`src/rtl/config_loader_pkg.sv`:
```
// Shared types and constants for the configuration bitstream loader.
// The CHECK state and the CRC constants are only used when
// CONFIG_LOADER_CRC_EN is defined.
package config_loader_pkg;

    typedef enum logic [2:0] {
        IDLE  = 3'd0,
        FETCH = 3'd1,
        SHIFT = 3'd2,
        CHECK = 3'd3,
        DONE  = 3'd4
    } loader_state_t;

    localparam logic [7:0] CRC8_POLY = 8'h07;
    localparam logic [7:0] CRC8_INIT = 8'h00;

endpackage

```
`src/rtl/config_bitstream_loader_crc8_serial.sv`:
```
// Bit-serial CRC-8, polynomial x^8+x^2+x+1, non-reflected.
// It absorbs one bit per cycle while bit_valid is high.
// clear restarts the CRC from CRC8_INIT.
module crc8_serial
    import config_loader_pkg::*;
(
    input  logic       clock,
    input  logic       nreset,
    input  logic       clear,
    input  logic       bit_valid,
    input  logic       bit_in,
    output logic [7:0] crc
);

    logic feedback;

    assign feedback = crc[7] ^ bit_in;

    // Galois-form LFSR update, one message bit per valid cycle
    always_ff @(posedge clock) begin
        if (!nreset || clear) begin
            crc <= CRC8_INIT;
        end else if (bit_valid) begin
            crc <= {crc[6:0], 1'b0} ^ (feedback ? CRC8_POLY : 8'h00);
        end
    end

endmodule

```
`src/rtl/config_bitstream_loader.sv`:
```
// Serializes parallel configuration words into the config shift chain,
// MSB first, one bit per cycle, and stops after CHAIN_LENGTH shifts.
// Optional macro CONFIG_LOADER_CRC_EN adds a CRC-8 check word after the
// last chain bit.
//
// Handshake: a word transfers on a rising edge where word_valid=1 and
// word_ready=1. word_ready is registered and is high only in FETCH (and
// CHECK with the CRC build). The source may present data at any time, and
// may withdraw it at any time. Nothing is consumed while word_ready=0.
//
// The FSM state is visible as the internal signal `state` for checkers.
module config_bitstream_loader
    import config_loader_pkg::*;
#(
    parameter int WORD_WIDTH   = 8,
    parameter int CHAIN_LENGTH = 64,
    parameter int CNT_WIDTH    = $clog2(CHAIN_LENGTH + 1)
) (
    input  logic                  clock,
    input  logic                  nreset,
    input  logic                  start,
    input  logic [WORD_WIDTH-1:0] word_data,
    input  logic                  word_valid,
    output logic                  word_ready,
    output logic                  cfg_data,
    output logic                  cfg_enable,
    output logic                  busy,
    output logic                  done,
    output logic                  error
);

    localparam int WB_WIDTH = $clog2(WORD_WIDTH + 1);
    localparam logic [CNT_WIDTH-1:0] CHAIN_LAST = CNT_WIDTH'(CHAIN_LENGTH);
    localparam logic [WB_WIDTH-1:0]  WORD_LAST  = WB_WIDTH'(WORD_WIDTH);

    loader_state_t         state, state_nxt;
    logic [CNT_WIDTH-1:0]  bit_cnt, bit_cnt_nxt;
    logic [WB_WIDTH-1:0]   word_cnt, word_cnt_nxt;
    logic [WORD_WIDTH-1:0] sreg, sreg_nxt;
    logic                  cfg_data_nxt;

`ifdef CONFIG_LOADER_CRC_EN
    logic       error_nxt;
    logic       crc_clear;
    logic       crc_shift;
    logic [7:0] crc;

    // cfg_data is the bit on the chain during a SHIFT cycle, so the CRC
    // sees exactly the bits the chain receives, in the same order
    crc8_serial u_crc (
        .clock     (clock),
        .nreset    (nreset),
        .clear     (crc_clear),
        .bit_valid (crc_shift),
        .bit_in    (cfg_data),
        .crc       (crc)
    );
`endif

    // Next-state, counter and shift-buffer logic
    always_comb begin
        state_nxt    = state;
        bit_cnt_nxt  = bit_cnt;
        word_cnt_nxt = word_cnt;
        sreg_nxt     = sreg;
        cfg_data_nxt = 1'b0;
`ifdef CONFIG_LOADER_CRC_EN
        error_nxt    = error;
        crc_clear    = 1'b0;
        crc_shift    = 1'b0;
`endif
        case (state)
            IDLE, DONE: begin
                if (start) begin
                    state_nxt   = FETCH;
                    bit_cnt_nxt = '0;
`ifdef CONFIG_LOADER_CRC_EN
                    error_nxt   = 1'b0;
                    crc_clear   = 1'b1;
`endif
                end
            end
            FETCH: begin
                if (word_valid && word_ready) begin
                    state_nxt    = SHIFT;
                    sreg_nxt     = word_data;
                    word_cnt_nxt = '0;
                    cfg_data_nxt = word_data[WORD_WIDTH-1];
                end
            end
            SHIFT: begin
`ifdef CONFIG_LOADER_CRC_EN
                crc_shift    = 1'b1;
`endif
                bit_cnt_nxt  = bit_cnt + CNT_WIDTH'(1);
                word_cnt_nxt = word_cnt + WB_WIDTH'(1);
                // The chain length wins over the word boundary, so a short
                // final word drops its unshifted low bits
                if (bit_cnt_nxt == CHAIN_LAST) begin
`ifdef CONFIG_LOADER_CRC_EN
                    state_nxt = CHECK;
`else
                    state_nxt = DONE;
`endif
                end else if (word_cnt_nxt == WORD_LAST) begin
                    state_nxt = FETCH;
                end else begin
                    sreg_nxt     = sreg << 1;
                    cfg_data_nxt = sreg_nxt[WORD_WIDTH-1];
                end
            end
`ifdef CONFIG_LOADER_CRC_EN
            CHECK: begin
                if (word_valid && word_ready) begin
                    state_nxt = DONE;
                    error_nxt = (word_data[7:0] != crc);
                end
            end
`endif
            default: begin
                state_nxt = IDLE;
            end
        endcase
    end

    // State, counters and registered outputs decoded from the next state
    always_ff @(posedge clock) begin
        if (!nreset) begin
            state      <= IDLE;
            bit_cnt    <= '0;
            word_cnt   <= '0;
            sreg       <= '0;
            word_ready <= 1'b0;
            cfg_data   <= 1'b0;
            cfg_enable <= 1'b0;
            busy       <= 1'b0;
            done       <= 1'b0;
        end else begin
            state      <= state_nxt;
            bit_cnt    <= bit_cnt_nxt;
            word_cnt   <= word_cnt_nxt;
            sreg       <= sreg_nxt;
            word_ready <= (state_nxt == FETCH) || (state_nxt == CHECK);
            cfg_data   <= cfg_data_nxt;
            cfg_enable <= (state_nxt == SHIFT);
            busy       <= (state_nxt == FETCH) || (state_nxt == SHIFT) ||
                          (state_nxt == CHECK);
            done       <= (state_nxt == DONE);
        end
    end

`ifdef CONFIG_LOADER_CRC_EN
    // CRC verdict, cleared by an accepted start
    always_ff @(posedge clock) begin
        if (!nreset) begin
            error <= 1'b0;
        end else begin
            error <= error_nxt;
        end
    end
`else
    assign error = 1'b0;
`endif

endmodule
```
`config.mk`:
```
export PLATFORM = sky130hd
export DESIGN_NAME = config_bitstream_loader
export DESIGN_NICKNAME = d
export VERILOG_FILES = /design/src/rtl/config_loader_pkg.sv /design/src/rtl/config_bitstream_loader_crc8_serial.sv /design/src/rtl/config_bitstream_loader.sv
export SDC_FILE = /design/constraint.sdc
export NUM_CORES = 1
export LEC_CHECK = 0
export BUFFER_PORTS_ARGS = -buffer_cell sky130_fd_sc_hd__clkbuf_2
export CAP_MARGIN = 20
export CORE_MARGIN = 2
export CORE_UTILIZATION = 50
export DETAILED_ROUTE_END_ITERATION = 16
export HOLD_SLACK_MARGIN = 0.08
export PLACE_DENSITY = 0.71
export SETUP_SLACK_MARGIN = 0.4
export SLEW_MARGIN = 0
export SYNTH_ARGS = -nofsm -noshare
export SYNTH_HDL_FRONTEND = slang
export SYNTH_SLANG_ARGS = --single-unit
```
`constraint.sdc`:
```
create_clock -name clock -period 2.1 [get_ports clock]
set_clock_uncertainty 0.2 [all_clocks]
set_input_delay 0.63 -clock clock [delete_from_list [all_inputs] [get_ports clock]]
set_output_delay 0.63 -clock clock [all_outputs]
set_load 0.01 [all_outputs]
```
==> impl_metrics.py <==
metrics = {
    "cells_and_area": {
        "multiInputGateArea_um2": 791,
        "fill_cells": 197,
        "diodes": 0,
        "seq_area_um2": 534,
        "nets": 205,
        "final_area_mm2": 0.00170,
        "drive_above_1_share_pct": 36.3,
        "areaGrowthSynthToFinish_pct": 29.8,
    },
    "die": {
        "die_w_um": 55.1,
        "pin_count": 18,
        "die_area_mm2": 0.00304,
        "num_rows": 18,
        "core_mm2": 0.00248,
        "fp.dieH_um": 55.1,
        "floorplan.initialDensity_pct": 52.8,
    },
    "place": {
        "placed_area_mm2": 0.00145,
        "gp_congestion": 0.766,
        "io_buffer_count": 16,
        "dp_hpwl_mm": 2.02,
    },
    "timing": {
        "finalHoldViolations": 0,
        "setup_viol": 0,
        "tns_ns": 0,
        "final_max_slew_viol_count": 0,
        "grt_setup_unrepaired": "yes",
        "fin_crit_sh_pct": 91.4,
        "fmax_mhz": 521,
        "finalCriticalPeriod_ns": 1.92,
    },
    "run": {
        "drv_cap": 0,
    },
    "setup_path": {
        "critPathMaxFanout": 7,
        "reg2reg_from": "bit_cnt[4]$_SDFFE_PN0P_",
        "worst_ep_arrival_time_ns": 1.96,
        "startpoint_type": "flop",
        "crit_required_ns": 2.14,
        "r2r-end": "sreg[1]$_SDFFE_PN0P_",
        "ff2ff_path_depth": 6,
        "end_kind": "flop",
        "path_class": "flop to flop",
        "reg2reg_setup_slack_ns": 0.18,
    },
    "global_route": {
        "antenna_found_initial": 0,
        "track_usage_pct": 22.0,
        "grt_overflow": 0,
        "grt_pass1_wl_mm": 4.76,
        "grt_max_degree": 19,
        "grt_pass1_vias": 1131,
    },
    "synthesis": {
        "synth_top_cells_by_area": "dfxtp_1 40%, nand2_1 7.2%, a21oi_1 6.1%",
        "synthTopCellsByCount": "26 x dfxtp_1, 25 x nand2_1, 16 x a21oi_1",
        "syn-mean-instance-area_um2": 8.49,
        "syn-cell-area_mm2": 0.00131,
        "seq_area_frac_synth_pct": 39.8,
        "netlist_instances": 154,
        "synth-main-ff-cell": "dfxtp_1",
        "syn_nets": 168,
        "yosys.cell_types.count": 40,
        "synth_edf_count": 0,
        "synth_most_common_cell": "dfxtp_1",
        "ys_warn_count": 0,
        "yosysTopAreaCell": "dfxtp_1",
        "synth_top_area_share_pct": 39.8,
        "ys_ff_latch": 26,
        "async_reset_ff_share_pct": 0,
    },
    "pwr": {
        "vdd_drop_max_mv": 0.383,
        "p_comb_share_pct": 13.1,
        "internal_power_w": 0.000667,
        "power_frac_clock_pct": 29.2,
        "power.density_mw_per_mm2": 527,
        "switching_share_pct": 25.4,
        "switchingPower_w": 0.000227,
        "seq_power_share_pct": 57.7,
        "p_leak_nw": 0.671,
        "power_w": 0.000894,
    },
    "drt": {
        "post-route-drc-count": 0,
        "routed_wl_mm": 3.11,
        "wl_per_cell_um": 14.1,
        "first_iter_violations": 28,
        "dr_total_vias": 1238,
        "avgViaCountPerCell": 5.63,
        "antenna_violating_nets_post_route": 0,
        "first_pass_iters": 4,
    },
    "cts": {
        "clock_path_buffers": 2,
        "ctsHoldBuffers": 0,
        "htree_levels": 1,
        "clockRootBuffer": "clkbuf_4",
        "clk_pin_slew_worst_paths_ns": 0.14,
        "clkLatencyLatePin_ns": 0.33,
        "clock-sinks": 26,
        "tritoncts": "yes",
        "cts_buffers": 3,
    },
    "status": {
        "status": "finished, final reports clean",
    },
    "worst_hold_path": {
        "min_path_cells": 2,
        "hold_end": "sreg[3]$_SDFFE_PN0P_",
        "hp-start": "sreg[2]$_SDFFE_PN0P_",
        "hp-class": "flop to flop",
    },
}
cell families after synthesis:
kind of cell               after synthesis  synth area share (%)
and+or+nand+nor                         66                  26.7
other                                    1                 0.287
AOI/OAI and AO/OA                       48                  25.7
DFF                                     26                  39.8
buffers and inverters                   10                  4.88
adders and majority gates                2                  1.91
xor gates and xnor gates                 1                 0.670
timing repair:
| item | CTS | global route |
|---|---|---|
| setup buffers | 13 | 3 |
| pin swaps | 9 | 8 |
| setup endpoints to repair | 18 | 19 |
| resized for setup | 8 | 14 |
| gates cloned | 0 | 0 |
cell type report:
type,count,share of cell area (%)
Clock buffer,4,2.14
Timing Repair Buffer,40,17.1
Inverter,2,0.442
Sequential cell,26,31.5
Multi-Input combinational cell,118,46.6
Tap cell,30,2.21
layer usage:
| layer | wire length (µm) | part of all wire [%] | global-route usage, % |
|---|---|---|---|
| met1 | 1420 | 46 | 27.8 |
| met2 | 1560 | 50 | 38.7 |
| met3 | 87 | 2.8 | 2.42 |
| met4 | 49 | 1.6 | 7.32 |
| met5 | 0 | 0 | 0 |
worst max-delay path, cell delays in order, from the launching register on:
cell      delay (ns)
dfxtp_1         0.38
nor4b_1         0.40
nand4_1         0.14
buf_4           0.18
a21oi_4         0.18
nor2_4          0.09
a311oi_1        0.25
sequential cells by signal (all words and copies together) (netlist names):
| name | count |
|---|---|
| done | 1 |
| cfg_data | 1 |
| cfg_enable | 1 |
| state | 3 |
| busy | 1 |
| word_cnt | 4 |
| bit_cnt | 7 |
| sreg | 7 |
| word_ready | 1 |
power by group through the flow:
stage          Combinational (W)  Clock, W  Sequential [W]
2_1_floorplan          0.0000694         0        0.000527
3_3_place_gp            0.000101         0        0.000527
3_5_place_dp            0.000103         0        0.000528
4_1_cts                 0.000106  0.000268        0.000515
5_1_grt                 0.000129  0.000284        0.000518
6_report                0.000117  0.000261        0.000516
worst max-delay path by stage:
stage | from | end | cells past startpoint
floorplan | bit_cnt[1]$_SDFFE_PN0P_ | sreg[1]$_SDFFE_PN0P_ | 6
global placement | word_valid | sreg[2]$_SDFFE_PN0P_ | 6
detailed placement | word_valid | sreg[6]$_SDFFE_PN0P_ | 6
CTS | bit_cnt[0]$_SDFFE_PN0P_ | sreg[2]$_SDFFE_PN0P_ | 6
global route | bit_cnt[4]$_SDFFE_PN0P_ | sreg[2]$_SDFFE_PN0P_ | 6
finish | bit_cnt[4]$_SDFFE_PN0P_ | sreg[1]$_SDFFE_PN0P_ | 6
cells in the final DEF, fill, tap and decap left out, types with 5 or more instances in the layout:
cell type,instances
a21oi_1,15
a311oi_1,5
buf_4,20
clkbuf_2,15
dfxtp_1,21
nand2_1,24
nand2b_1,6
nor2_1,14
nor3_1,5
o21ai_0,6
metrics by stage:
step | utilization [%] | worst slack, ns | hold slack, ns | std cells
2_1_floorplan | - | 0.270 | 0.239 | 154
3_3_place_gp | 58.5 | 0.144 | 0.264 | 200
3_5_place_dp | 58.5 | 0.0967 | 0.264 | 200
4_1_cts | 64.8 | 0.176 | 0.286 | 217
5_1_grt | 68.5 | 0.0982 | 0.321 | 220
6_report | 68.5 | 0.180 | 0.293 | 220
Note: power is estimated with default switching activity, not from simulation.
